--- src/rtl/fetch_sequencer_pkg.sv ---
// fetch_sequencer_pkg: shared fetch addresses and sequencer state encoding
package fetch_sequencer_pkg;

    localparam logic [31:0] RESET_PC = 32'h0000_3000;
    localparam logic [31:0] EXC_VEC  = 32'h0000_4180;

    typedef enum logic {
        RUN  = 1'b0,
        HOLD = 1'b1
    } state_t;

endpackage

--- src/rtl/fetch_sequencer_sat.sv ---
// sat_counter: event counter that sticks at all-ones instead of wrapping
module sat_counter #(
    parameter int CNT_W = 32
) (
    input  logic             clk,
    input  logic             reset,
    input  logic             inc,
    output logic [CNT_W-1:0] count
);

    // count events, holding once the maximum value is reached
    always_ff @(posedge clk or posedge reset) begin
        if (reset)
            count <= '0;
        else if (inc && count != '1)
            count <= count + CNT_W'(1);
    end

endmodule

--- src/rtl/fetch_sequencer.sv ---
// fetch_sequencer: drives PC register enable and next-PC with redirect buffering across stalls
module fetch_sequencer #(
    parameter logic [31:0] RESET_PC = fetch_sequencer_pkg::RESET_PC,
    parameter logic [31:0] EXC_VEC  = fetch_sequencer_pkg::EXC_VEC,
    parameter int          CNT_W    = 32
) (
    input  logic             clk,
    input  logic             reset,
    input  logic [31:0]      pc,
    input  logic             stall,
    input  logic             redirect_valid,
    input  logic [31:0]      redirect_target,
    input  logic             exc_req,
    input  logic             eret_req,
    input  logic [31:0]      epc,
    output logic             pc_en,
    output logic [31:0]      next_pc,
    output logic             pend_valid,
    output logic [CNT_W-1:0] stall_cnt,
    output logic [CNT_W-1:0] redir_cnt
);

    import fetch_sequencer_pkg::*;

    state_t      state, state_next;
    logic [31:0] pend_target, pend_next;
    logic        redir_inc;

    // state and buffered redirect target; reset drops any pending redirect at once
    always_ff @(posedge clk or posedge reset) begin
        if (reset) begin
            state       <= RUN;
            pend_target <= '0;
        end else begin
            state       <= state_next;
            pend_target <= pend_next;
        end
    end

    // prioritised next-PC selection: exception, eret, stall, live redirect, replay, sequential
    always_comb begin
        state_next = state;
        pend_next  = pend_target;
        pc_en      = 1'b1;
        next_pc    = pc + 32'd4;
        redir_inc  = 1'b0;
        if (reset) begin
            pc_en   = 1'b0;
            next_pc = RESET_PC;
        end else if (exc_req || eret_req) begin
            next_pc    = exc_req ? EXC_VEC : epc;
            state_next = RUN;
            pend_next  = '0;
        end else if (stall) begin
            pc_en   = 1'b0;
            next_pc = pc;
            if (redirect_valid) begin
                pend_next  = redirect_target;
                state_next = HOLD;
            end
        end else if (redirect_valid || state == HOLD) begin
            next_pc    = redirect_valid ? redirect_target : pend_target;
            redir_inc  = 1'b1;
            state_next = RUN;
            pend_next  = '0;
        end
    end

    assign pend_valid = (state == HOLD);

    sat_counter #(.CNT_W(CNT_W)) u_stall_cnt (
        .clk   (clk),
        .reset (reset),
        .inc   (stall),
        .count (stall_cnt)
    );

    sat_counter #(.CNT_W(CNT_W)) u_redir_cnt (
        .clk   (clk),
        .reset (reset),
        .inc   (redir_inc),
        .count (redir_cnt)
    );

endmodule
--- config.mk ---
export PLATFORM = sky130hd
export DESIGN_NAME = fetch_sequencer
export DESIGN_NICKNAME = d
export VERILOG_FILES = /design/src/rtl/fetch_sequencer_pkg.sv /design/src/rtl/fetch_sequencer_sat.sv /design/src/rtl/fetch_sequencer.sv
export SDC_FILE = /design/constraint.sdc
export NUM_CORES = 1
export LEC_CHECK = 0
export BUFFER_PORTS_ARGS = -buffer_cell sky130_fd_sc_hd__buf_2
export CORE_ASPECT_RATIO = 1.2
export CORE_MARGIN = 1.5
export CORE_UTILIZATION = 55
export DETAILED_ROUTE_END_ITERATION = 6
export PLACE_DENSITY = 0.86
export SLEW_MARGIN = 20
export SYNTH_ARGS = -nofsm -noshare
export SYNTH_HDL_FRONTEND = slang
export SYNTH_HIERARCHICAL = 1
export SYNTH_SLANG_ARGS = --single-unit
--- constraint.sdc ---
create_clock -name clk -period 3.28 [get_ports clk]
set_input_delay 0.656 -clock clk [delete_from_list [all_inputs] [get_ports clk]]
set_output_delay 0.656 -clock clk [all_outputs]
set_load 0.01 [all_outputs]
==> results of run 1 <==
-- timing repair --
action | CTS | global route
hold endpoints to repair | 0 | 0
endpoints found under the setup margin | 0 | 1
hold buffers | 0 | 0
-- per-stage QoR --
stage          utilization (%)  hold slack [ns]  instance area [sq um]  power, mW  instances
4_1_cts                   69.8            0.487                   7700       3.10        961
5_1_grt                   70.0            0.500                   7720       3.22        962
3_5_place_dp              67.0            0.474                   7390       2.00        945
2_1_floorplan                -            0.465                   6210       1.71        626
6_report                  70.0            0.486                   7720       3.10        962
3_3_place_gp              67.0            0.473                   7390       1.97        945
-- cell families after synthesis --
logic type / count (synthesis)
AND/OR/NAND/NOR: 226
AO/OA/AOI/OAI: 135
flip-flops: 97
XOR/XNOR: 83
buffers and inverters: 50
multiplexers: 32
adder cells (fa/ha/maj): 3
-- per-layer routing --
metal / vias up / global-route usage (%) / part of all wire [%]
met4: 0 / 14.3 / 3.2
met5: - / 0 / 0
met3: 45 / 5.28 / 7.2
met1: 3047 / 38.2 / 39
li1: 2802 / - / -
met2: 320 / 56.9 / 51
-- final cells by class --
class                   count  area share [%]
well taps                 132            2.14
multi-input cells         479            46.0
repair buffers            226            15.8
inverters                  12           0.583
clock buffers               9            2.92
clock inverters             7            1.10
flip-flops and latches     97            31.4
-- state kept, by name (all words and copies together), names as in the netlist --
register and cells:
u_stall_cnt/count 32, pend_valid 1, pend_target 32, u_redir_cnt/count 32
-- Yosys cell counts (3+ instances only) --
cell type                  number
sky130_fd_sc_hd__clkbuf_1      22
sky130_fd_sc_hd__mux2i_1       29
sky130_fd_sc_hd__o21a_1         3
sky130_fd_sc_hd__o311ai_0      15
sky130_fd_sc_hd__nand2_1       30
sky130_fd_sc_hd__a41oi_1        4
sky130_fd_sc_hd__dfrtp_1       97
sky130_fd_sc_hd__nand2b_1      18
sky130_fd_sc_hd__nor4_4         3
sky130_fd_sc_hd__nand4_1       32
sky130_fd_sc_hd__xor2_1        24
sky130_fd_sc_hd__and4_1         3
sky130_fd_sc_hd__nor4_1         4
sky130_fd_sc_hd__xnor2_1       59
sky130_fd_sc_hd__nor3_1         5
sky130_fd_sc_hd__a21oi_1       26
sky130_fd_sc_hd__buf_2          8
sky130_fd_sc_hd__ha_1           3
sky130_fd_sc_hd__o21ai_0       11
sky130_fd_sc_hd__nand3_1       56
sky130_fd_sc_hd__nor2_1        28
sky130_fd_sc_hd__or3_1          6
sky130_fd_sc_hd__o221ai_1       6
sky130_fd_sc_hd__a31oi_1        7
sky130_fd_sc_hd__nand2_2        3
sky130_fd_sc_hd__a32o_1        29
sky130_fd_sc_hd__mux2_2         3
sky130_fd_sc_hd__nand4_2        4
sky130_fd_sc_hd__inv_1         11
sky130_fd_sc_hd__and3_1        22
sky130_fd_sc_hd__buf_4          3
sky130_fd_sc_hd__a221oi_1      16
sky130_fd_sc_hd__a221oi_2       3
-- power groups by stage --
stage / registers, mW / logic, mW / clock network, mW
floorplan: 1.40 / 0.313 / 0
finish: 1.37 / 0.620 / 1.11
detailed placement: 1.39 / 0.613 / 0
CTS: 1.36 / 0.616 / 1.12
global route: 1.38 / 0.675 / 1.17
global placement: 1.38 / 0.592 / 0
-- path summary, 6_finish.rpt --
kind | endpoint | slack (ns)
setup / recovery | next_pc[28] | 0.19
hold / removal | u_redir_cnt/count[10]$_DFFE_PP0P_ | 0.49
setup reg to reg | u_redir_cnt/count[31]$_DFFE_PP0P_ | 0.39
hold reg to reg | u_redir_cnt/count[10]$_DFFE_PP0P_ | 0.49
max in group asynchronous | pend_target[25]$_DFFE_PP0P_ | 2.26
min in group asynchronous | u_redir_cnt/count[2]$_DFFE_PP0P_ | 0.61
-- worst register-to-register path: stages (launching register included) --
cell and delay [ns]:
sky130_fd_sc_hd__dfrtp_1 0.62, sky130_fd_sc_hd__nor2_1 0.17, sky130_fd_sc_hd__nor4_1 0.29, sky130_fd_sc_hd__buf_4 0.21
sky130_fd_sc_hd__nand3_1 0.11, sky130_fd_sc_hd__or4_4 0.45, sky130_fd_sc_hd__a311oi_4 0.54, sky130_fd_sc_hd__nand4_1 0.21
sky130_fd_sc_hd__xnor2_1 0.17
==> impl_summary.md, run 1 <==
STA
The hold violation count in the final report was 0. Subtracting the final worst setup slack from the clock period gives 3.09 ns. The worst pin sits at a relative slew slack of 53.5%. Derived from the worst setup path, the maximum achievable clock frequency is 323 MHz. The final worst slack is 0.188 ns.

Setup violations remaining at the end of the flow were counted as 0. In the final timing run, aggregate negative setup slack is 0 ns. Setup repair after global routing left no endpoint under its margin. The worst path uses 94.3% of the clock period. The max-slew violation total from the final report is 0.

The actual slew at the worst max-slew pin is 0.695 ns. The setup skew after layout is 0.00905 ns.

Global route
The first global-routing pass estimated 30400 microns of wire. Global routing finished with a remaining overflow of 0. The maximum number of pins on one net before global-route repair is 37. The number of antenna violations at the first check in global routing is 1. The global-route usage over all layers is 32.3%. The number of global-route vias before repair is 6001.

Pwr
The part of the total power dissipated in sequential elements is 44.1%. Net switching is 31.0% of the power. Summed over all nets, the switching power comes to 960 uW. The internal power component is 2.14 mW. The leakage power is 3.66 nW. The power per standard cell area is 401 mW/mm^2. The share of total power dissipated in the clock network is 35.9%. The part of the power in combinational logic is 20.0%. The worst ir drop on vdd is 340 uV.

Route
The total vias in the final route is 6214. The average wire per standard cell is 20.0 microns. For this run, design rule violations remaining after detail routing come to 0. Before antenna repair, the detailed router went through 5 iterations.

The vias per cell is 6.46. The routed wire length is 19300 microns. The remaining antenna violation count is 0. The violation count after the first detailed-routing iteration is 303.

Clocking
The number of buffers on the longest clock path is 2. The total number of H-tree levels is 3. The later pin in the worst-skew pair is clocked with a latency of 0.35 ns. The TritonCTS clock tree is built. Buffers added to address setup during post-CTS repair amount to 0.

The clock net in this run drives a total of 97 sinks. The number of resized instances in the post-cts repair step is 0. Clock tree synthesis inserted a total of 9 buffers. The CTS root buffer is sky130_fd_sc_hd__clkbuf_16.

After clock tree synthesis, the clock-pin slew on the worst setup and hold paths is 0.07 ns.

Setup path
The largest individual stage delay along the critical path comes from the cell sky130_fd_sc_hd__nor4_4. The worst-path maximum fanout is 7. The worst setup path startpoint is pc[2]. Data on the critical path is required at its endpoint by 2.62 ns. Counting buffers and inverters, the worst setup path is 8 cells deep. Counting both buffers and inverters, the worst setup path holds a total of 2. At the worst endpoint, the arrival time is 2.44 ns. The critical path's most frequent cell is sky130_fd_sc_hd__buf_2. The kind of cell with the highest combined delay along the critical path is simple AND/OR/NAND/NOR gates. The number of cell instances on the worst register-to-register path is 8. Traced cell by cell, the critical path runs through buf_2 -> ha_1 -> nand4_2 -> nor4_4 -> nand4_1 -> xor2_1 -> a221oi_2 -> buf_2. STA classifies the critical path startpoint as an input port. The worst setup path is of the in2out kind. The sort of element at the end of the critical path is an output port. In this run the critical register-to-register path is launched from pend_valid$_DFFE_PP0P_. The largest single stage delay on the critical path is 0.41 ns.

Logic synthesis
The unique cell type count in the Yosys netlist is 56. After technology mapping, the gate count stands at 626. The compound-cell area share of the yosys netlist is 18.6%. After Yosys synthesis, XOR and XNOR cells account for 11.7% of the synthesized area. Yosys attributes the largest share of cell area to sky130_fd_sc_hd__dfrtp_1 (39%), sky130_fd_sc_hd__xnor2_1 (8.3%), sky130_fd_sc_hd__a32o_1 (4.7%). For this run, the register share of the synthesized area comes to 39.1%. Counting flops with a built-in enable in the synthesized netlist gives 0. Among all flip-flop cells after synthesis, the most frequent one is sky130_fd_sc_hd__dfrtp_1. The mean area per synthesized cell is 9.92 sq um. Of all flip-flops after synthesis, the portion carrying an async set or reset was 100%. After Yosys synthesis, and, or, nand and nor cells account for 21.1% of the synthesized area.

The top cell type by area accounts for 39.1% of the synthesized area. The post-synthesis cell type with the largest combined area is sky130_fd_sc_hd__dfrtp_1. After synthesis, the largest family of logic cells by area is simple AND/OR/NAND/NOR gates. Synthesis produced a netlist with a net count of 731. The area of the mapped netlist is 0.00621 sq mm.

Summing the areas of all fa, ha and maj instances in the mapped netlist gives 0.605% of the synthesized area. The flop and latch count out of synthesis is 97. The portion of netlist area occupied by mux cells is 5.22%.

The warning count from the yosys run is 6.

Final layout
The register area is 0.00243 sq mm. Summing all multi-input logic gate instances after layout gives 0.00355 sq mm. The count of inserted antenna diode cells is 0. The library cell used most frequently in the layout, excluding fill and tap cells, is sky130_fd_sc_hd__buf_2. The net count of the finished layout is 930. The library cells used most frequently in the layout, excluding fill and tap cells, are sky130_fd_sc_hd__buf_2 (199), sky130_fd_sc_hd__dfrtp_1 (97), sky130_fd_sc_hd__xnor2_1 (59), sky130_fd_sc_hd__nand3_1 (56), sky130_fd_sc_hd__nand4_1 (32). The area growth from synthesis to final layout is 24.4%. Of the cells placed in the final design, the portion with a size suffix greater than 1 is 33.0%. The number of fill cells in the layout is 867.

Run status
The run finished with clean final reports.

Placement
Timing analysis after detailed placement gives a worst setup slack of 0.141 ns. The number of port buffers is 199. The congestion estimate from routability-driven global placement came to 0.901. The placed wire-length estimate after detailed placement is 14300 microns.

Die
200 I/O pins were placed. The height of the die is 119 microns. In this run the standard cell core region covers 0.0110 sq mm. The floorplan step defined a die boundary enclosing 0.0119 sq mm. The floorplan has 42 rows. The width of the die is 100 microns. The initial cell density of the core is 56.2%.

Worst hold path
The hold path depth is 1. The startpoint identified for the worst hold timing path is u_redir_cnt/count[10]$_DFFE_PP0P_. The classification of the worst-slack hold path is reg2reg.

Run
Across the run, the number of max-cap violations was 0.
Power figures use the tool's default switching activity.
==> inputs of run 2 (changes only) <==
--- a/config.mk
+++ b/config.mk
@@ -8,9 +8,10 @@
 export BUFFER_PORTS_ARGS = -buffer_cell sky130_fd_sc_hd__buf_2
 export CORE_ASPECT_RATIO = 1.2
 export CORE_MARGIN = 1.5
-export CORE_UTILIZATION = 55
+export CORE_UTILIZATION = 48
+export CTS_BUF_LIST = sky130_fd_sc_hd__clkbuf_4 sky130_fd_sc_hd__clkbuf_8
 export DETAILED_ROUTE_END_ITERATION = 6
-export PLACE_DENSITY = 0.86
+export PLACE_DENSITY = 0.79
 export SLEW_MARGIN = 20
 export SYNTH_ARGS = -nofsm -noshare
 export SYNTH_HDL_FRONTEND = slang
==> constraint.sdc (replaced) <==
create_clock -name clk -period 2.69 [get_ports clk]
set_input_delay 0.538 -clock clk [delete_from_list [all_inputs] [get_ports clk]]
set_output_delay 0.538 -clock clk [all_outputs]
set_load 0.01 [all_outputs]
==> run 2 against run 1 <==
Against the previous run: count of clock-buffer cells in the layout did not move; flip-flop and latch count stayed put; hold slack worse by 0.047 ns; global-route usage fell by 4.9 points; cell area is 3.4% higher; largest cell class unchanged; highest routed layer is now met5.
==> impl_summary.md, run 2 (synthesis gave the netlist of run 1 again) <==
Pwr
The leakage power is 3.77 nW (+3.1%). The switching share of power is 32.1% (+1.1 points). The worst ir drop on vdd came to 456 uV (+34%). The clock share of power is 29.0% (-6.9 points). The internal power component is 2.34 mW (+9.4%). The part of the power in combinational logic is 22.6% (+2.6 points). The total chip power is 3.44 mW (+11%). The power per standard cell area is 431 mW/mm^2 (+7.5%).

The net switching power of the design came to 1.11 mW (+15%). The part of the total power dissipated in sequential elements is 48.3% (+4.2 points).

Clocking
The total number of H-tree levels is 3 (unchanged). The root buffer cell chosen for the clock tree is sky130_fd_sc_hd__clkbuf_8. The number of buffers on the longest clock path is 2 (unchanged). The clock sink count came to 97 (unchanged). The post-CTS setup repair buffer count is 0 (unchanged).

TritonCTS built the clock tree. The number of buffers inserted during clock tree synthesis came to 9 (unchanged). The clock latency on the worst-skew pair is 0.37 ns (+0.02 ns).

The post-CTS clock slew at the launch and capture registers of the worst setup and hold paths is 0.09 ns (+0.02 ns). The number of hold-repair buffers added at the cts stage is 0 (unchanged).

Setup path
The worst register-to-register path ends at u_redir_cnt/count[21]$_DFFE_PP0P_. The register-to-register path setup slack was 0.46 ns (+0.07 ns). The startpoint identified for the worst register-to-register timing path is pend_valid$_DFFE_PP0P_. The number of cell instances on the worst register-to-register path is 9 (+1). The worst setup path category is in2out.

STA classifies the critical path endpoint as an output port. The critical path data required time came to 2.15 ns (-0.47 ns). The arrival time at the worst endpoint is 2.08 ns (-0.36 ns). The critical path goes through buf_2 -> nand3_4 -> buf_4 -> nor4_4 -> buf_4 -> nand4_1 -> xor2_1 -> a221oi_2 -> buf_2. The worst stage delay on the critical path is 0.26 ns (-0.15 ns). The worst setup path is launched from an input port. The critical path's slowest cell is sky130_fd_sc_hd__a221oi_2. The worst-path maximum fanout is 7 (unchanged).

Route
The violation count after the first detailed-routing iteration came to 458 (+51%). The average wire per standard cell was 18.5 microns (-7.9%). The number of DRC violations after detailed routing came to 0 (unchanged).

The routed wire length came to 18900 microns (-2.0%). The vias per cell was 6.16 (-4.6%). The remaining antenna violation count is 0 (unchanged). The total vias in the final route came to 6306 (+1.5%). The number of search-and-repair iterations in the first detailed-routing pass came to 5 (unchanged).

Final layout
The final cell utilization of the core is 63.3% (-6.7 points). From synthesis to final layout, the design area changed by 28.6%. The final cell area excluding filler cells was 0.00798 sq mm (+3.4%). The number of nets in the finished design is 958 (+3.0%). Leaving out fill and tap cells, the most frequent cells in the layout are sky130_fd_sc_hd__buf_2 (197), sky130_fd_sc_hd__dfrtp_1 (97), sky130_fd_sc_hd__xnor2_1 (59), sky130_fd_sc_hd__nand3_1 (55), sky130_fd_sc_hd__buf_4 (52).

The library cell used most frequently in the layout, excluding fill and tap cells, is sky130_fd_sc_hd__buf_2. The fraction of final layout cells sized beyond drive strength 1 is 36.4% (+3.4 points). The count of non-filler cells in the finished layout came to 1023 (+6.3%). The largest registers in the layout are pend_target: 32 flops, u_redir_cnt/count: 32 flops, u_stall_cnt/count: 32 flops.

STA
The actual slew at the worst max-slew pin came to 0.648 ns (-0.0468 ns). The worst path needs 2.61 ns of the cycle, external delays included. The setup skew after layout is 0.00805 ns (-0.000996 ns). The max-slew violation total from the final report is 0 (unchanged).

The setup violation total in the final timing report is 0 (unchanged). Setup repair after global routing could not meet its margin everywhere. The tightest slew margin relative to the limit is 56.6% (+3.2 points).

Static timing analysis puts the maximum clock frequency at 383 MHz. The worst hold-check slack came to 0.438 ns (-0.0473 ns). Dividing the final minimum period by the clock period gives 97.1%. The hold violation count in the final report is 0 (unchanged).

Die
The area of the core came to 0.0126 sq mm (+14%). The height of the die is 128 microns (+6.9%). The number of rows in the core area is 45 (+7.1%). The number of top-level design ports came to 200 (unchanged). The width of the die is 107 microns (+6.8%).

The area of the die is 0.0136 sq mm (+14%). The initial cell density of the core is 49.2% (-7.0 points).

Placement
The placer congestion estimate is 0.928 (+3.0%). The placed wire-length estimate after detailed placement is 14600 microns (+1.9%). The area after detailed placement is 0.00767 sq mm (+3.7%). The number of port buffers was 199 (unchanged). The count of placed standard cells including taps is 1005 (+6.3%).

Run
The number of maximum-capacitance violations came to 0 (unchanged).

Global route
The remaining global-route overflow is 0 (unchanged). The number of global-route vias before repair is 6015 (+0.23%). The global-route usage over all layers is 27.4% (-4.9 points). The global-route wire length before repair was 29600 microns (-2.8%). The number of antenna violations at the first check in global routing is 2 (+1). The maximum number of pins on one net before global-route repair came to 33 (-11%).

Worst hold path
The endpoint of the worst hold-timing path is pend_target[14]$_DFFE_PP0P_. The worst hold path belongs to the class in2reg. The hold path depth is 2 (+1). The worst hold path begins at redirect_target[14].

Run status
The run finished with clean final reports.
## run 2: worst max-delay path by stage
stage | start | end | slack [ns] | cells past startpoint
floorplan | eret_req | u_redir_cnt/count[31]$_DFFE_PP0P_ | 0.01 | 9
global placement | redirect_valid | next_pc[9] | 0.03 | 8
detailed placement | exc_req | u_redir_cnt/count[23]$_DFFE_PP0P_ | -0.01 | 10
CTS | pend_valid$_DFFE_PP0P_ | next_pc[9] | 0.004 | 7
global route | pend_valid$_DFFE_PP0P_ | next_pc[8] | -0.008 | 8
finish | pc[8] | next_pc[20] | 0.08 | 9
## run 2: worst max-delay path: cells and delay by family
| kind | cells | cell delay [ns] |
|---|---|---|
| AO/OA/AOI/OAI | 1 | 0.26 |
| AND/OR/NAND/NOR | 3 | 0.41 |
| XOR/XNOR | 1 | 0.17 |
| buffers and inverters | 4 | 0.70 |
## run 2: per-stage QoR
step | setup TNS [ns] | setup WS, ns
2_1_floorplan | 0 | 0.0115
3_3_place_gp | 0 | 0.0322
3_5_place_dp | -0.0167 | -0.0105
4_1_cts | 0 | 0.00414
5_1_grt | -0.00814 | -0.00814
6_report | 0 | 0.0769
## run 2: area by class of cell
type,count,area (sq um)
sequential,97,2430
antenna,1,2.50
tap,164,205
clock inverter,7,83.8
multi-input combinational,479,3630
timing repair buffer,254,1460
fill,1108,4630
inverter,12,45.0
clock buffer,9,124
## run 2: power groups by stage
stage / registers, mW / logic [mW] / clock network [mW]
global route: 1.68 / 0.851 / 1.08
detailed placement: 1.69 / 0.762 / 0
finish: 1.66 / 0.780 / 1.00
floorplan: 1.70 / 0.382 / 0
global placement: 1.69 / 0.751 / 0
CTS: 1.66 / 0.765 / 1.04
## run 2: routing by layer
layer / vias up / wire, microns / GRT usage [%]
met5: - / 12 / 0
met4: 2 / 724 / 12.9
met3: 63 / 1440 / 5.82
met2: 295 / 9700 / 49.3
met1: 3080 / 7010 / 30.6
li1: 2866 / - / -
## run 2: timing repair
action | 4_1_cts | 5_1_grt
pin swaps | 0 | 3
endpoints found under the setup margin | 1 | 12
gates resized for setup | 1 | 17
